<file path="src/rtl/fifo.sv">
// ---------------------------------------------------------------------------
// fifo -- single-clock synchronous FIFO with registered read data.
//
// Parameters
//   DEPTH          number of storage entries (2..65535, any value, not only
//                  powers of two)
//   WIDTH          data width in bits
//
// Ports
//   i_clock        clock; all state updates on its rising edge
//   i_reset        asynchronous active-low reset
//   i_write        push request, accepted when the FIFO is not full
//   i_wdata        data to push, sampled with i_write
//   i_read         pop request, accepted when the FIFO is not empty
//   o_rdata        registered data of the most recently popped entry
//   o_empty        stored entry count is 0
//   o_almost_full  stored entry count is >= DEPTH-1
//   o_queued       stored entry count, zero-extended to 16 bits
//
// Status outputs come straight from the registered count, so a producer sees
// no combinational path from its own request back to the flags.
// ---------------------------------------------------------------------------
module fifo #(
  parameter int DEPTH = 16,
  parameter int WIDTH = 32
) (
  input  logic             i_clock,
  input  logic             i_reset,
  input  logic             i_write,
  input  logic [WIDTH-1:0] i_wdata,
  input  logic             i_read,
  output logic [WIDTH-1:0] o_rdata,
  output logic             o_empty,
  output logic             o_almost_full,
  output logic [15:0]      o_queued
);

  localparam int          PTR_W    = (DEPTH > 1) ? $clog2(DEPTH) : 1;
  localparam logic [15:0] DEPTH_C  = 16'(DEPTH);
  localparam logic [15:0] AFULL_C  = 16'(DEPTH - 1);
  localparam logic [PTR_W-1:0] LAST_PTR = PTR_W'(DEPTH - 1);

  logic [WIDTH-1:0] mem [DEPTH];

  logic [PTR_W-1:0] wr_ptr_q, wr_ptr_d;
  logic [PTR_W-1:0] rd_ptr_q, rd_ptr_d;
  logic [15:0]      count_q,  count_d;
  logic [WIDTH-1:0] rdata_q,  rdata_d;

  logic push_ok;
  logic pop_ok;

  // Acceptance looks only at the registered count: a push while full is
  // refused even when a pop frees a slot on the same edge, and a pop while
  // empty cannot see a word being pushed on that edge.
  assign push_ok = i_write && (count_q < DEPTH_C);
  assign pop_ok  = i_read  && (count_q != 16'd0);

  always_comb begin
    wr_ptr_d = wr_ptr_q;
    rd_ptr_d = rd_ptr_q;
    count_d  = count_q;
    rdata_d  = rdata_q;

    if (push_ok) begin
      wr_ptr_d = (wr_ptr_q == LAST_PTR) ? '0 : wr_ptr_q + PTR_W'(1);
    end

    if (pop_ok) begin
      rd_ptr_d = (rd_ptr_q == LAST_PTR) ? '0 : rd_ptr_q + PTR_W'(1);
      rdata_d  = mem[rd_ptr_q];
    end

    unique case ({push_ok, pop_ok})
      2'b10:   count_d = count_q + 16'd1;
      2'b01:   count_d = count_q - 16'd1;
      default: count_d = count_q;
    endcase
  end

  always_ff @(posedge i_clock or negedge i_reset) begin
    if (!i_reset) begin
      wr_ptr_q <= '0;
      rd_ptr_q <= '0;
      count_q  <= '0;
      rdata_q  <= '0;
    end else begin
      wr_ptr_q <= wr_ptr_d;
      rd_ptr_q <= rd_ptr_d;
      count_q  <= count_d;
      rdata_q  <= rdata_d;
    end
  end

  // Storage has no reset so it can map onto RAM; stale contents are never
  // visible because the pointers and count are cleared. Writes are blocked
  // during reset so the array is untouched until operation begins.
  always_ff @(posedge i_clock) begin
    if (i_reset && push_ok) begin
      mem[wr_ptr_q] <= i_wdata;
    end
  end

  assign o_rdata       = rdata_q;
  assign o_empty       = (count_q == 16'd0);
  assign o_almost_full = (count_q >= AFULL_C);
  assign o_queued      = count_q;

endmodule

</file>
<file path="config.mk">
export PLATFORM = sky130hd
export DESIGN_NAME = fifo
export DESIGN_NICKNAME = d
export VERILOG_FILES = /design/src/rtl/fifo.sv
export SDC_FILE = /design/constraint.sdc
export NUM_CORES = 1
export LEC_CHECK = 0
export CAP_MARGIN = 20
export CORE_UTILIZATION = 61
export CTS_CLUSTER_DIAMETER = 150
export DETAILED_ROUTE_END_ITERATION = 6
export PLACE_DENSITY = 0.77
export SYNTH_ARGS = -nofsm -noshare
export SYNTH_HDL_FRONTEND = slang
export SYNTH_SLANG_ARGS = --single-unit
export TNS_END_PERCENT = 20
</file>
<file path="constraint.sdc">
create_clock -name i_clock -period 4.96 [get_ports i_clock]
set_clock_uncertainty 0.15 [all_clocks]
set_input_delay 1.488 -clock i_clock [delete_from_list [all_inputs] [get_ports i_clock]]
set_output_delay 1.488 -clock i_clock [all_outputs]
set_load 0.02 [all_outputs]
</file>
==> results of run 1 <==
==> final cells by class <==
class | instances | area share
diodes | 1 | 0.0000969
inverters | 11 | 0.00160
flip-flops and latches | 568 | 0.650
clock inverters | 34 | 0.0107
multi-input cells | 519 | 0.215
repair buffers | 117 | 0.0460
well taps | 468 | 0.0227
clock buffers | 65 | 0.0543
==> power by group through the flow <==
stage / Sequential (uW) / Combinational, uW / Clock (uW)
3_5_place_dp: 5990 / 3130 / 0
4_1_cts: 5900 / 3180 / 3950
2_1_floorplan: 5910 / 2150 / 0
3_3_place_gp: 5980 / 3070 / 0
6_report: 5890 / 3150 / 3890
5_1_grt: 5930 / 3390 / 4140
==> Yosys cell counts (all sizes together) (11+ instances only) <==
cell	number	share of area
buf	25	0.0071
dfrtp	56	0.062
inv	11	0.0018
mux2i	32	0.014
nand2	66	0.011
a21oi	50	0.011
clkbuf	31	0.0052
o21ai	50	0.011
mux4	128	0.13
ha	20	0.011
nor2	55	0.0095
mux2	33	0.016
edfxtp	512	0.68
==> cells in the final DEF (no fill, tap or decap), types with 4 or more instances in the layout <==
cell and instances:
sky130_fd_sc_hd__clkinv_2 12, sky130_fd_sc_hd__clkinv_1 8, sky130_fd_sc_hd__and3_1 4, sky130_fd_sc_hd__a21o_1 7, sky130_fd_sc_hd__clkbuf_1 10, sky130_fd_sc_hd__clkinvlp_4 7, sky130_fd_sc_hd__a21oi_1 50, sky130_fd_sc_hd__clkbuf_16 54
sky130_fd_sc_hd__edfxtp_1 512, sky130_fd_sc_hd__ha_1 20, sky130_fd_sc_hd__mux2_2 33, sky130_fd_sc_hd__dfrtp_1 52, sky130_fd_sc_hd__nor2_4 17, sky130_fd_sc_hd__mux4_2 128, sky130_fd_sc_hd__o211ai_1 5, sky130_fd_sc_hd__nand3_1 8
sky130_fd_sc_hd__nand2_1 66, sky130_fd_sc_hd__mux2i_1 32, sky130_fd_sc_hd__o21ai_1 12, sky130_fd_sc_hd__inv_1 11, sky130_fd_sc_hd__xnor2_1 6, sky130_fd_sc_hd__buf_4 25, sky130_fd_sc_hd__o21ai_0 38, sky130_fd_sc_hd__buf_12 8
sky130_fd_sc_hd__nor2_1 38, sky130_fd_sc_hd__nor3b_1 4, sky130_fd_sc_hd__xor2_1 4, sky130_fd_sc_hd__clkdlybuf4s50_1 84
==> sequential cells by signal, summed over array words and instances (netlist names) <==
| name | count |
|---|---|
| rd_ptr_q | 4 |
| wr_ptr_q | 4 |
| mem | 512 |
| o_rdata | 32 |
| o_queued | 16 |
==> cells by family (layout without fill, tap and decap cells) <==
group / Yosys count / after routing
flops: 568 / 568
mux: 193 / 193
simple gates: 159 / 159
compound gates: 136 / 136
buf+inv: 67 / 227
fa+ha+maj: 21 / 21
xor+xnor: 10 / 10
other cells: 0 / 1
==> metal layers <==
layer / global-route usage / vias up / part of all wire / wire length, um
met2: 0.423 / 447 / 0.51 / 23300
met5: 0 / - / 0.00017 / 8
li1: - / 4919 / - / -
met1: 0.350 / 5805 / 0.40 / 18700
met4: 0.0638 / 2 / 0.015 / 697
met3: 0.0482 / 62 / 0.073 / 3390
==> critical path, cell delays in order, from the launching register on <==
cell	delay, ns
sky130_fd_sc_hd__dfrtp_1	0.43
sky130_fd_sc_hd__nor4_1	0.57
sky130_fd_sc_hd__nand3_1	0.30
sky130_fd_sc_hd__a41o_1	0.29
sky130_fd_sc_hd__clkdlybuf4s50_1	0.54
==> metrics by stage <==
stage | std cells | worst slack (ns)
2_1_floorplan | 1154 | 0.879
3_3_place_gp | 1683 | 0.421
3_5_place_dp | 1683 | 0.301
4_1_cts | 1782 | 0.571
5_1_grt | 1782 | 0.547
6_report | 1783 | 0.613
==> worst min path at each step <==
stage	from	to
floorplan	rd_ptr_q[1]	rd_ptr_q[1]
finish	o_rdata[8]	o_rdata[8]
detailed placement	o_rdata[8]	o_rdata[8]
global placement	o_rdata[8]	o_rdata[8]
global route	o_rdata[17]	o_rdata[17]
CTS	o_rdata[8]	o_rdata[8]
==> results.cfg, run 1 <==
[sta]
worst_pin_slew_ns = 1.03
report.final.setup_viol = 0
final.hold.worst_slack_ns = 0.328
timing.setup.tns_ns = 0
final_report_max_slew_violation_count = 0
timing.final.crit_period_ns = 4.35
fmax_mhz = 230
max-slew-margin-rel = 0.311
grt_setup_unrepaired = false
finalHoldViolCount = 0
fin_crit_sh = 0.876

[worst_hold_path]
hold_depth = 2
worst_hold_path_type = reg2reg

[global_route]
vias_in_the_first_global_route = 11600
grt_pass1_wl_mm = 69.9
pin_count_of_the_biggest_net_entering_global_routing = 68
global_route.usage.total = 0.253
grt_overflow_total = 0
antenna_violations_before_repair = 1

[power]
power_frac_seq = 0.456
leakagePower_uw = 0.00847
share_clk_of_total_power = 0.301
power.switching_fraction = 0.287
power_switching_uw = 3710
intPower_uw = 9210
ir_worst_vdd_mv = 0.430
total_power_consumption_of_the_routed_design_uw = 12900
power.combinational.fraction = 0.244
pwr_density_cell_nw_per_um2 = 500

[yosys]
synth-edff-count = 512
synth-async-reset-ratio = 0.0986
post_synth_design_cell_area_sq_um = 22500
synth-compound-area-share = 0.0350
synth-seq-cells = 568
combinational_family_with_the_most_area_after_synthesis = multiplexers
synthesis.area_per_instance_sq_um = 19.5
synth-main-ff-cell = sky130_fd_sc_hd__edfxtp_1
synth_warnings = 0
post_synth_and_or_nand_nor_area_fraction = 0.0314
postSynthNetCount = 1211
yosysUniqueCellTypes = 52
synth_adder_area_share = 0.0120
synth_mux_area_frac = 0.159
postSynthCellCount = 1154
synth_xor_area_frac = 0.00389
seq_area_frac_synth = 0.745

[clock_tree]
cts_inserted_buffers = 53
tritoncts_num_sinks = 568
clockBufferDepth = 3
post-cts-setup-buffers = 0
cts-htree-levels = 2
cts.hold.buffers_added = 0
cts.root.buffer_cell = sky130_fd_sc_hd__clkbuf_16
ctsResizeCount = 0
clk_transition_reported_paths_ns = 0.06
clock_latency_ns = 0.60
cts_tree = built

[worst_setup_path]
setup.reg_to_reg.worst_slack_ns = 0.96
ff_to_ff_path_depth = 12
worstReg2RegStart = o_queued[11]
cp-startpoint = o_queued[11]
worstSetupPathType = reg2out
critPathCaptureType = primary output
critPathCapture = o_almost_full
critPathRequiredTime_ns = 3.32
crit_path_max_fanout = 4
start_kind = register
endpoint_arrival_time_on_the_critical_path_ns = 2.71
r2r-end = o_queued[14]

[floorplanning]
placement_rows = 70
die-width_um = 194
start_util = 0.618
die_h_um = 194
fp.coreArea_sq_um = 36400
io-pin-count = 86
design.die.area_sq_um = 37700

[layout]
layout.area.seq_sq_um = 16800
utilization = 0.709
fillerInstances = 2155
layout_cell_area_excl_fill_sq_um = 25800
post_route_cells_drive_above_1_share = 0.229
flow.area_growth_from_synthesis_pct = 14.7
nNetsFinal = 1327
multi_input_comb_area_sq_um = 5550

[routing]
vias = 11200
routed_vias_inst = 6.30
drc_errors = 0
drt.antenna.violating_nets = 0
routed_wirelength_mm = 46.1
first_iter_violations = 1031
post_drt_wl_per_cell_um = 25.9
drt-pass1-iter-count = 5

[job]
max_cap_viols = 0

[placed_design]
io_buffers = 85
gp_routability_congestion = 0.823
place_area_sq_um = 24200
post-dp-hpwl_mm = 24.2

[run_status]
run_status = finished clean
Power figures use the tool's default switching activity.
==> inputs of run 2 (changes only) <==
Settings changed: PLACE_DENSITY 0.77 to unset, PLACE_DENSITY_LB_ADDON set to 0.25.
==> results.cfg, run 2 (synthesis results as in run 1) <==
[sta]
fmax_mhz = 230
fin_crit_sh = 0.875
report.final.setup_viol = 0
worst_pin_slew_ns = 1.06
finalHoldViolCount = 0
final.hold.worst_slack_ns = 0.330
max-slew-margin-rel = 0.292
final_report_max_slew_violation_count = 0
grt_setup_unrepaired = false
timing.setup.tns_ns = 0
timing.final.crit_period_ns = 4.34

[global_route]
grt_pass1_wl_mm = 71.2
gr-usage-met2 = 0.436
antenna_violations_before_repair = 1
globalRouteMet3Util = 0.0421
global_route.usage.met1 = 0.346
grt_overflow_total = 0
grt_peak_use_layer = met2
pin_count_of_the_biggest_net_entering_global_routing = 68
global_route.usage.total = 0.258
vias_in_the_first_global_route = 11700

[worst_setup_path]
worstSetupPathType = reg2out
start_kind = register
critPathRequiredTime_ns = 3.32
endpoint_arrival_time_on_the_critical_path_ns = 2.70
crit_path_max_fanout = 4
critPathCaptureType = primary output

[run_status]
run_status = finished clean

[power]
power_switching_uw = 3700
power.switching_fraction = 0.285
intPower_uw = 9280
ir_worst_vdd_mv = 0.386
share_clk_of_total_power = 0.305
power_frac_seq = 0.452
power.combinational.fraction = 0.243
leakagePower_uw = 0.00849
pwr_density_cell_nw_per_um2 = 503

[clock_tree]
clock_latency_ns = 0.61
tritoncts_num_sinks = 568
ctsResizeCount = 0
post-cts-setup-buffers = 0
cts_inserted_buffers = 55
cts-htree-levels = 2
cts.root.buffer_cell = sky130_fd_sc_hd__clkbuf_16
cts.hold.buffers_added = 0
cts_tree = built
clockBufferDepth = 3
clk_transition_reported_paths_ns = 0.06

[floorplanning]
die_h_um = 194
placement_rows = 70
start_util = 0.618
die-width_um = 194
design.die.area_sq_um = 37700
io-pin-count = 86
fp.coreArea_sq_um = 36400

[layout]
utilization = 0.708
n_antenna_cell = 0
multi_input_comb_area_sq_um = 5550
largest-register = mem
most-common-layout-cells = sky130_fd_sc_hd__edfxtp_1 (512), sky130_fd_sc_hd__mux4_2 (128), sky130_fd_sc_hd__clkdlybuf4s50_1 (84)
layout.area.seq_sq_um = 16800
flow.area_growth_from_synthesis_pct = 14.5
post_route_cells_drive_above_1_share = 0.227
largest_register_ff_count = 512
fillerInstances = 2203
nNetsFinal = 1332
mostFrequentLayoutCell = sky130_fd_sc_hd__edfxtp_1

[routing]
post_drt_wl_per_cell_um = 26.0
first_iter_violations = 882
routed_wirelength_mm = 46.4
drt.antenna.violating_nets = 0
vias = 11300
drc_errors = 0
drt-pass1-iter-count = 5
routed_vias_inst = 6.31

[placed_design]
io_buffers = 85
post-dp-hpwl_mm = 23.9
gp_routability_congestion = 0.830

[job]
max_cap_viols = 0

[worst_hold_path]
worst_hold_path_type = reg2reg
[run 2: cell count changes in the layout (fill, tap and decap cells not counted), moves of 2 or more]
cell / delta
sky130_fd_sc_hd__clkinvlp_4: -5
sky130_fd_sc_hd__clkinv_4: -2
sky130_fd_sc_hd__buf_12: -7
sky130_fd_sc_hd__clkbuf_16: +2
sky130_fd_sc_hd__clkinv_1: +2
sky130_fd_sc_hd__clkbuf_1: +4
sky130_fd_sc_hd__buf_4: +10
[run 2: metrics by stage]
step	setup slack, ns	area [sq um]	power [uW]	instances
final	0.620	25800	13000	1787
after global routing	0.572	25800	13500	1787
after CTS	0.578	25800	13100	1787
after detailed placement	0.276	24100	9120	1686
after global placement	0.330	24100	9050	1686
after floorplan	0.879	22500	8060	1154
[run 2: area by class of cell]
class,instances,area share
sequential,568,0.651
multi-input combinational,519,0.215
clock buffer,72,0.0574
timing repair buffer,120,0.0436
tap,468,0.0227
clock inverter,29,0.00883
inverter,11,0.00160
[run 2: worst paths after layout]
path	from	endpoint	slack, ns	cells past startpoint
min	o_rdata[12]	o_rdata[12]	0.33	2
min in group asynchronous	i_reset	o_queued[9]	1.00	2
max	o_queued[10]	o_almost_full	0.62	4
max reg2reg	o_queued[10]	o_queued[14]	0.97	12
max in group asynchronous	i_reset	rd_ptr_q[2]	2.94	2
min reg2reg	o_rdata[12]	o_rdata[12]	0.33	2
[run 2: layer usage]
layer  routed length [um]  up-vias
met3                 3220       86
met2                23700      449
met4                 1110        2
li1                     -     4919
met1                18300     5815
met5                   13        -
[run 2: power by group through the flow]
stage               Combinational (uW)  Clock [uW]  Sequential [uW]
floorplan                         2150           0             5910
global placement                  3090           0             5960
detailed placement                3150           0             5970
CTS                               3180        4020             5880
global route                      3430        4180             5920
finish                            3160        3960             5870
[run 2: critical path, cell delays in order (launching register included)]
cell	delay [ns]
sky130_fd_sc_hd__dfrtp_1	0.44
sky130_fd_sc_hd__nor4_1	0.58
sky130_fd_sc_hd__nand3_1	0.27
sky130_fd_sc_hd__a41o_1	0.27
sky130_fd_sc_hd__clkdlybuf4s50_1	0.54
==> inputs of run 3 (changes only) <==
Settings changed: CELL_PAD_IN_SITES_DETAIL_PLACEMENT set to 1, CELL_PAD_IN_SITES_GLOBAL_PLACEMENT set to 2, CORE_UTILIZATION 61 to 47.
==> results.cfg, run 3 (synthesis results as in run 1) <==
[run_status]
run_status = finished with violations
violations = design-rule violations

[clock_tree]
ctsResizeCount = 0
cts_tree = built
tritoncts_num_sinks = 568
cts.hold.buffers_added = 0
cts-htree-levels = 2
post-cts-setup-buffers = 0
cts.root.buffer_cell = sky130_fd_sc_hd__clkbuf_16
clk_transition_reported_paths_ns = 0.07
clockBufferDepth = 3
clock_latency_ns = 0.61
cts_inserted_buffers = 57

[global_route]
grt_pass1_wl_mm = 77.3
vias_in_the_first_global_route = 12300
pin_count_of_the_biggest_net_entering_global_routing = 68
antenna_violations_before_repair = 1
grt_overflow_total = 0
global_route.usage.total = 0.213

[power]
power.combinational.fraction = 0.242
leakagePower_uw = 0.00854
ir_worst_vdd_mv = 0.352
power_switching_uw = 3850
power_frac_seq = 0.447
power.switching_fraction = 0.291
intPower_uw = 9370
share_clk_of_total_power = 0.311
pwr_density_cell_nw_per_um2 = 506

[floorplanning]
fp.coreArea_sq_um = 47000
placement_rows = 79
io-pin-count = 86
die-width_um = 221
die_h_um = 221
design.die.area_sq_um = 48800
start_util = 0.480

[layout]
nNetsFinal = 1335
flow.area_growth_from_synthesis_pct = 16.1
n_antenna_cell = 0
most-common-layout-cells = sky130_fd_sc_hd__edfxtp_1 (512), sky130_fd_sc_hd__mux4_2 (128), sky130_fd_sc_hd__clkdlybuf4s50_1 (84)
mostFrequentLayoutCell = sky130_fd_sc_hd__edfxtp_1
largest-register = mem
largest_register_ff_count = 512
post_route_cells_drive_above_1_share = 0.228
fillerInstances = 4081

[worst_hold_path]
min_to = o_rdata[3]
worst_hold_path_type = reg2reg
min_from = o_rdata[3]
hold_depth = 2

[sta]
finalHoldViolCount = 0
worst_pin_slew_ns = 0.909
grt_setup_unrepaired = false
timing.final.crit_period_ns = 4.28
fin_crit_sh = 0.864
fmax_mhz = 233
final_report_max_slew_violation_count = 0
max-slew-margin-rel = 0.394
finalWorstSetupSlack_ns = 0.676
timing.setup.tns_ns = 0
report.final.setup_viol = 0

[routing]
vias = 11200
first_iter_violations = 808
drt-pass1-iter-count = 7
drc_errors = 8
routed_wirelength_mm = 50.8
post_drt_wl_per_cell_um = 26.3
routed_vias_inst = 5.82
drt.antenna.violating_nets = 0

[placed_design]
post-dp-hpwl_mm = 28.6
gp_routability_congestion = 0.799
io_buffers = 85
place_ws_ns = 0.274

[worst_setup_path]
r2r-end = o_queued[14]
critPathRequiredTime_ns = 3.32
crit_path_max_fanout = 4
worstReg2RegStart = o_queued[5]
worstSetupPathType = reg2out
ff_to_ff_path_depth = 12
endpoint_arrival_time_on_the_critical_path_ns = 2.65
setup.reg_to_reg.worst_slack_ns = 1.07
critPathCaptureType = primary output
start_kind = register

[job]
max_cap_viols = 0
## run 3: worst max-delay path: stages (launching register included)
cell                              delay, ns
sky130_fd_sc_hd__dfrtp_1               0.42
sky130_fd_sc_hd__nor4_1                0.46
sky130_fd_sc_hd__nand3_1               0.33
sky130_fd_sc_hd__a41o_1                0.29
sky130_fd_sc_hd__clkdlybuf4s50_1       0.53
## run 3: power by group through the flow
stage	Sequential, uW	Clock [uW]	Combinational [uW]
3_5_place_dp	6020	0	3230
4_1_cts	5920	4210	3250
3_3_place_gp	6010	0	3170
2_1_floorplan	5910	0	2150
6_report	5900	4110	3200
5_1_grt	5960	4340	3480
## run 3: layer usage
| metal | global-route usage | share of wire |
|---|---|---|
| met5 | 0 | 0.00035 |
| met4 | 0.0618 | 0.021 |
| met3 | 0.0289 | 0.038 |
| met2 | 0.356 | 0.49 |
| met1 | 0.296 | 0.45 |
## run 3: area by class of cell
class	count	area (sq um)	area share
clock buffer	72	1480	0.0567
clock inverter	33	277	0.0106
inverter	11	41.3	0.00158
multi-input combinational	519	5550	0.212
sequential	568	16800	0.642
tap	607	759	0.0291
timing repair buffer	121	1240	0.0476
## run 3: metrics by stage
stage	cells	area [sq um]	util	power, uW	hold WS, ns
after floorplan	1154	22500	-	8060	0.393
after global placement	1826	24400	0.519	9180	0.313
after detailed placement	1826	24400	0.519	9240	0.325
after CTS	1931	26100	0.557	13400	0.339
after global routing	1931	26100	0.557	13800	0.357
final	1931	26100	0.557	13200	0.331
## run 3: how the worst max path moves through the flow
stage / start / end / slack, ns / depth (start not counted)
global route: o_queued[5] / o_almost_full / 0.50 / 4
global placement: i_write / o_queued[14] / 0.34 / 12
detailed placement: i_read / o_queued[11] / 0.27 / 12
finish: o_queued[5] / o_almost_full / 0.68 / 4
CTS: o_queued[5] / o_almost_full / 0.59 / 4
floorplan: i_write / mem[0][0] / 0.88 / 5
